### src/rtl/lsu_stage.sv
// Load/store unit behind the execute-stage ALU. It handles one memory op at a time.
// It checks legality, drives a single-outstanding memory port and extends load data for writeback.
module lsu_stage #(
    parameter int unsigned TIMEOUT = 255
) (
    input  logic        clk,
    input  logic        rst_n,
    input  logic        in_valid,
    output logic        in_ready,
    input  logic [31:0] in_addr,
    input  logic [31:0] in_wdata,
    input  logic [2:0]  in_funct3,
    input  logic        in_is_store,
    output logic        mem_req_valid,
    input  logic        mem_req_ready,
    output logic [31:0] mem_req_addr,
    output logic        mem_req_wen,
    output logic [31:0] mem_req_wdata,
    output logic [3:0]  mem_req_wmask,
    input  logic        mem_rsp_valid,
    input  logic [31:0] mem_rsp_rdata,
    output logic        out_valid,
    input  logic        out_ready,
    output logic [31:0] out_rdata,
    output logic        out_err
);

    typedef enum logic [1:0] {IDLE, REQ, WAIT_RSP, DONE} state_t;

    localparam logic [15:0] TIMEOUT_CNT = 16'(TIMEOUT);

    state_t      state_q, state_d;
    logic [15:0] cnt_q, cnt_d;
    logic [1:0]  off_q, off_d;
    logic [2:0]  funct3_q, funct3_d;
    logic        is_store_q, is_store_d;
    logic        in_ready_q, in_ready_d;
    logic        req_valid_q, req_valid_d;
    logic [31:0] req_addr_q, req_addr_d;
    logic        req_wen_q, req_wen_d;
    logic [31:0] req_wdata_q, req_wdata_d;
    logic [3:0]  req_wmask_q, req_wmask_d;
    logic        out_valid_q, out_valid_d;
    logic [31:0] out_rdata_q, out_rdata_d;
    logic        out_err_q, out_err_d;

    function automatic logic op_legal(input logic store, input logic [2:0] f3,
                                      input logic [1:0] off);
        case (f3)
            3'b000:  return 1'b1;
            3'b001:  return ~off[0];
            3'b010:  return off == 2'b00;
            3'b100:  return ~store;
            3'b101:  return ~store & ~off[0];
            default: return 1'b0;
        endcase
    endfunction

    function automatic logic [31:0] load_extend(input logic [2:0] f3, input logic [1:0] off,
                                                input logic [31:0] word);
        logic [31:0] sh;
        sh = word >> {off, 3'b000};
        case (f3)
            3'b000:  return {{24{sh[7]}}, sh[7:0]};
            3'b001:  return {{16{sh[15]}}, sh[15:0]};
            3'b100:  return {24'b0, sh[7:0]};
            3'b101:  return {16'b0, sh[15:0]};
            default: return sh;
        endcase
    endfunction

    function automatic logic [3:0] store_mask(input logic [1:0] size, input logic [1:0] off);
        case (size)
            2'b00:   return 4'b0001 << off;
            2'b01:   return 4'b0011 << off;
            default: return 4'b1111;
        endcase
    endfunction

    always_comb begin
        state_d     = state_q;
        cnt_d       = cnt_q;
        off_d       = off_q;
        funct3_d    = funct3_q;
        is_store_d  = is_store_q;
        in_ready_d  = in_ready_q;
        req_valid_d = req_valid_q;
        req_addr_d  = req_addr_q;
        req_wen_d   = req_wen_q;
        req_wdata_d = req_wdata_q;
        req_wmask_d = req_wmask_q;
        out_valid_d = out_valid_q;
        out_rdata_d = out_rdata_q;
        out_err_d   = out_err_q;

        case (state_q)
            IDLE: begin
                if (in_valid && in_ready_q) begin
                    off_d      = in_addr[1:0];
                    funct3_d   = in_funct3;
                    is_store_d = in_is_store;
                    in_ready_d = 1'b0;
                    if (op_legal(in_is_store, in_funct3, in_addr[1:0])) begin
                        state_d     = REQ;
                        req_valid_d = 1'b1;
                        req_addr_d  = {in_addr[31:2], 2'b00};
                        req_wen_d   = in_is_store;
                        req_wdata_d = in_is_store ? (in_wdata << {in_addr[1:0], 3'b000}) : 32'h0;
                        req_wmask_d = in_is_store ? store_mask(in_funct3[1:0], in_addr[1:0]) : 4'h0;
                    end else begin
                        // Illegal ops skip memory entirely and report the error straight away
                        state_d     = DONE;
                        out_valid_d = 1'b1;
                        out_err_d   = 1'b1;
                        out_rdata_d = 32'h0;
                    end
                end
            end
            REQ: begin
                if (mem_req_ready) begin
                    state_d     = WAIT_RSP;
                    req_valid_d = 1'b0;
                    cnt_d       = 16'h0;
                end
            end
            WAIT_RSP: begin
                if (mem_rsp_valid) begin
                    state_d     = DONE;
                    out_valid_d = 1'b1;
                    out_err_d   = 1'b0;
                    out_rdata_d = is_store_q ? 32'h0 : load_extend(funct3_q, off_q, mem_rsp_rdata);
                end else begin
                    cnt_d = cnt_q + 16'd1;
                    if (cnt_q + 16'd1 == TIMEOUT_CNT) begin
                        state_d     = DONE;
                        out_valid_d = 1'b1;
                        out_err_d   = 1'b1;
                        out_rdata_d = 32'h0;
                    end
                end
            end
            DONE: begin
                if (out_ready) begin
                    state_d     = IDLE;
                    out_valid_d = 1'b0;
                    out_rdata_d = 32'h0;
                    out_err_d   = 1'b0;
                    in_ready_d  = 1'b1;
                end
            end
            default: state_d = IDLE;
        endcase
    end

    always_ff @(posedge clk) begin
        if (!rst_n) begin
            state_q     <= IDLE;
            cnt_q       <= 16'h0;
            off_q       <= 2'b00;
            funct3_q    <= 3'b000;
            is_store_q  <= 1'b0;
            in_ready_q  <= 1'b1;
            req_valid_q <= 1'b0;
            req_addr_q  <= 32'h0;
            req_wen_q   <= 1'b0;
            req_wdata_q <= 32'h0;
            req_wmask_q <= 4'h0;
            out_valid_q <= 1'b0;
            out_rdata_q <= 32'h0;
            out_err_q   <= 1'b0;
        end else begin
            state_q     <= state_d;
            cnt_q       <= cnt_d;
            off_q       <= off_d;
            funct3_q    <= funct3_d;
            is_store_q  <= is_store_d;
            in_ready_q  <= in_ready_d;
            req_valid_q <= req_valid_d;
            req_addr_q  <= req_addr_d;
            req_wen_q   <= req_wen_d;
            req_wdata_q <= req_wdata_d;
            req_wmask_q <= req_wmask_d;
            out_valid_q <= out_valid_d;
            out_rdata_q <= out_rdata_d;
            out_err_q   <= out_err_d;
        end
    end

    assign in_ready      = in_ready_q;
    assign mem_req_valid = req_valid_q;
    assign mem_req_addr  = req_addr_q;
    assign mem_req_wen   = req_wen_q;
    assign mem_req_wdata = req_wdata_q;
    assign mem_req_wmask = req_wmask_q;
    assign out_valid     = out_valid_q;
    assign out_rdata     = out_rdata_q;
    assign out_err       = out_err_q;

endmodule

### config.mk
export PLATFORM = sky130hd
export DESIGN_NAME = lsu_stage
export DESIGN_NICKNAME = d
export VERILOG_FILES = /design/src/rtl/lsu_stage.sv
export SDC_FILE = /design/constraint.sdc
export NUM_CORES = 1
export LEC_CHECK = 0
export CORE_MARGIN = 2
export CORE_UTILIZATION = 45
export CTS_CLUSTER_DIAMETER = 100
export CTS_CLUSTER_SIZE = 12
export DETAILED_ROUTE_END_ITERATION = 10
export PLACE_DENSITY = 0.78
export SETUP_SLACK_MARGIN = 0.02
export SLEW_MARGIN = 20
export SYNTH_ARGS = -nofsm -noshare
export SYNTH_HDL_FRONTEND = slang
export SYNTH_SLANG_ARGS = --single-unit
### constraint.sdc
create_clock -name clk -period 3 [get_ports clk]
set_input_delay 0.3 -clock clk [delete_from_list [all_inputs] [get_ports clk]]
set_output_delay 0.3 -clock clk [all_outputs]
set_load 0.02 [all_outputs]
==> results of run 1 <==
==> synthesized netlist by cell type, types with 4 or more instances <==
library cell	count
a21boi_0	45
a21oi_1	22
a22oi_1	35
clkbuf_1	48
dfxtp_1	127
ha_1	7
inv_1	5
mux2_2	16
mux2i_1	71
nand2_1	191
nand3_1	10
nand4_1	5
nor2_1	31
nor2b_1	46
nor3_1	5
nor4_1	6
o211ai_1	8
o21ai_0	54
or3_1	4
xnor2_1	6
==> where the power goes <==
part	leakage, nW	switching (mW)	internal (mW)
combinational	1.91	0.963	0.805
clock	0.293	0.740	1.33
sequential	1.03	0.100	1.80
==> stage by stage <==
step           total power, mW  setup slack, ns  hold slack [ns]
2_1_floorplan             3.14            0.447            0.444
3_3_place_gp              3.60            0.320            0.442
3_5_place_dp              3.62            0.217            0.446
4_1_cts                   5.71            0.145            0.227
5_1_grt                   6.01           0.0385            0.259
6_report                  5.75            0.240            0.244
==> state kept, by name, indices dropped and copies added (netlist names) <==
signal	count
out_err	1
funct3_q	3
mem_req_wen	1
mem_req_wdata	32
cnt_q	16
mem_req_valid	1
off_q	2
is_store_q	1
mem_req_addr	30
state_q	2
in_ready	1
mem_req_wmask	4
out_rdata	32
out_valid	1
==> routing by layer <==
metal | up-vias | part of all wire
li1 | 3084 | -
met1 | 2836 | 0.43
met2 | 225 | 0.46
met3 | 27 | 0.094
met4 | 0 | 0.022
met5 | - | 0
==> worst min-delay path, delay by kind of cell <==
kind	cells	cell delay, ns
buffers and inverters	1	0.14
AOI/OAI and AO/OA	1	0.08
and+or+nand+nor	1	0.07
==> cells by family (layout without fill, tap and decap cells) <==
group | after synthesis | after routing | synth area share
and+or+nand+nor | 316 | 316 | 0.221
DFF | 127 | 127 | 0.391
buffers and inverters | 64 | 262 | 0.0472
adders and majority gates | 7 | 7 | 0.0135
muxes | 87 | 87 | 0.137
xor gates and xnor gates | 7 | 7 | 0.00943
other | 1 | 2 | 0.000577
AOI/OAI and AO/OA | 178 | 178 | 0.180
==> timing repair <==
action,in CTS,in global routing
resized for setup,0,1
setup buffers,0,0
setup endpoints to repair,0,34
==> area by class of cell <==
| class | instances | area (um2) |
|---|---|---|
| fill | 1190 | 4700 |
| multi-input combinational | 597 | 3670 |
| sequential | 127 | 2540 |
| timing repair buffer | 225 | 2230 |
| clock buffer | 24 | 502 |
| tap | 180 | 225 |
| clock inverter | 8 | 103 |
| inverter | 5 | 18.8 |
==> final timing paths <==
check,startpoint,to,slack (ns)
min reg2reg,out_rdata[3]$_SDFFE_PN0P_,out_rdata[3]$_SDFFE_PN0P_,0.46
max reg2reg,cnt_q[0]$_SDFFE_PN0P_,out_rdata[19]$_SDFFE_PN0P_,0.24
min,in_addr[0],off_q[0]$_SDFFE_PN0P_,0.24
max,cnt_q[0]$_SDFFE_PN0P_,out_rdata[19]$_SDFFE_PN0P_,0.24
==> results.txt, run 1 <==
At the end of the flow, the number of nets in the layout was 1086. The initial cell density of the core came out at 0.465. Across every metal layer, demand over resource in global routing totals 0.237. For met3 alone, demand over resource in global routing was 0.0911. The violation count after the first detailed-route iteration came out at 357. The number of buffers and inverters on the critical path is 1. Across the VDD grid, the largest voltage drop is 400 uV. Walking the worst path, the cells encountered are ha_1 -> nand3_2 -> or3_1 -> a2111oi_2 -> nand4_1 -> o31a_1 -> nor2_8 -> buf_12 -> mux2i_1. The number of levels the H-tree was split into is 4. The wire length of the first global-routing pass came out at 28400 um.

The number of vias per cell is 5.29. Of all nets on the critical path, the largest fanout is 17. The maximum buffer depth of the clock tree is 2. In this run the clock root is driven by a clkbuf_16. The total negative setup slack is 0 ns. The number of routed nets with antenna violations is 0. The number of global-route vias before repair is 5750. The worst-case reg-to-reg path depth is 9.

The top cell types in the final layout, fill and taps aside, are clkdlybuf4s50_1, nand2_1, dfxtp_1. The pre-antenna-repair detailed-routing pass consisted of 6 iterations. During placement, the flow inserted port buffers numbering 208.

The initial antenna violation count is 0. The type of origin of the critical path is a register. Compared with the post-synthesis result, the final layout area differs by 43.0%. The fraction of registers with async set or reset after synthesis is 0. The final routed DRC violation total is 0. The slew of the pin with the lowest slew margin came out at 0.767 ns.

For this run, global-route usage on met2 was measured as 0.375. The average wire per cell in the routed design is 15.8 um. Wires add up to 18400 um.

The class of the tightest hold or removal check is primary input to register. 0 antenna diodes ended up in the layout. The number of max-slew violations in the final report is 0.

The total area inside the core boundary comes to 14000 um2. The number of distinct library cells after synthesis is 47. The portion of the post-synthesis area used by sequential elements came out at 0.391. The post-synthesis instance area came out at about 6500 um2. The most used flip-flop cell after synthesis is dfxtp_1. The tool flagged a number of max-cap violations equal to 0. The number of endpoints failing setup at the final stage is 0. The standard cell with the maximum stage delay on the critical path is dfxtp_1. The instance area after placement came out at 8660 um2. Clock tree synthesis found a total of 127 sinks.

The area of the die is 15400 um2. Based on the critical path, the design can be clocked at up to 362 MHz. Routability-driven placement finished with a final weighted congestion of approximately 0.88. Counting every instance in the synthesized netlist gives 787. The highest cell delay on the worst timing path is 0.42 ns. The run finished with clean final reports. The floorplan has 43 rows. The post-DP HPWL is roughly 13000 um. Leaving out filler cells and counting taps, the final layout contains 1166. The share of the cycle needed by the critical path after routing is 0.920.

During synthesis, Yosys emitted a total of 0 warnings. STA puts the critical path data required time at 3.34 ns. Leaving out fill and tap cells, the most frequent cell in the layout is clkdlybuf4s50_1. The cell depth of the worst min-delay path came out at 3.

Counting I/O delays and the setup requirement, the final critical path takes between 2 and 3 ns. The die boundary height came out at roughly 120 um. In the post-synthesis netlist, the biggest area contributors are dfxtp_1, nand2_1, mux2i_1, a21boi_0, nor2b_1. Setup repair after global routing left no endpoint under its margin.

The library cell occupying the most area in the post-synthesis netlist is dfxtp_1. The global routing stage identified its most utilized layer as met2. The power density over cell area is 618 nW/um2.

The share of the core filled with cells is 0.664. The post-route clock skew came out at 0.00684 ns. The clock slew at the register clock pins of the worst setup and hold paths is 0.06 ns. The critical path arrival came out at 3.10 ns. A synthesized cell averages 8.26 um2. The total leakage power came out at 3.23 nW. The clock insertion delay at the later pin of the skew report is 0.41 ns. The number of placed I/O pins is 211. The number of hold-slack violations in the final timing report is 0. The number of cells after detailed placement is 1133. The count of flip-flops with a built-in enable after synthesis is 0. Summed over all layers, the global routing overflow is 0. The remaining max-slew budget at the tightest pin is 0.489. The maximum number of pins on one net before global-route repair came out at 83. The met1 routing resource usage after global routing came out at 0.294.

The CTS tree is yes. The critical path depth is 9. The fraction of synthesized cell area taken by the top area cell type is 0.391. Of the cells placed in the final design, the portion with a size suffix greater than 1 is 0.0791. Broken down by cell family, the worst path's largest delay share belongs to simple AND/OR/NAND/NOR gates. In this run, post-CTS hold repair placed 0 buffers. The die outline width is 124 um.

The via count is 6172. The number of clock buffers inserted by TritonCTS came out at 17. The final design area excluding fillers is 9290 um2.

STA classifies the critical path endpoint as a register. The setup path with the least slack is of type register to register. The flip-flop and latch count after synthesis is 127.
No activity file was read; power rests on OpenSTA's default activity.
==> inputs of run 2 (changes only) <==
--- a/config.mk
+++ b/config.mk
@@ -10,6 +10,7 @@
 export CTS_CLUSTER_DIAMETER = 100
 export CTS_CLUSTER_SIZE = 12
 export DETAILED_ROUTE_END_ITERATION = 10
+export HOLD_SLACK_MARGIN = 0.02
 export PLACE_DENSITY = 0.78
 export SETUP_SLACK_MARGIN = 0.02
 export SLEW_MARGIN = 20
==> results of run 2 <==
The final DEF is identical to that of run 1; final timing and power are the same.
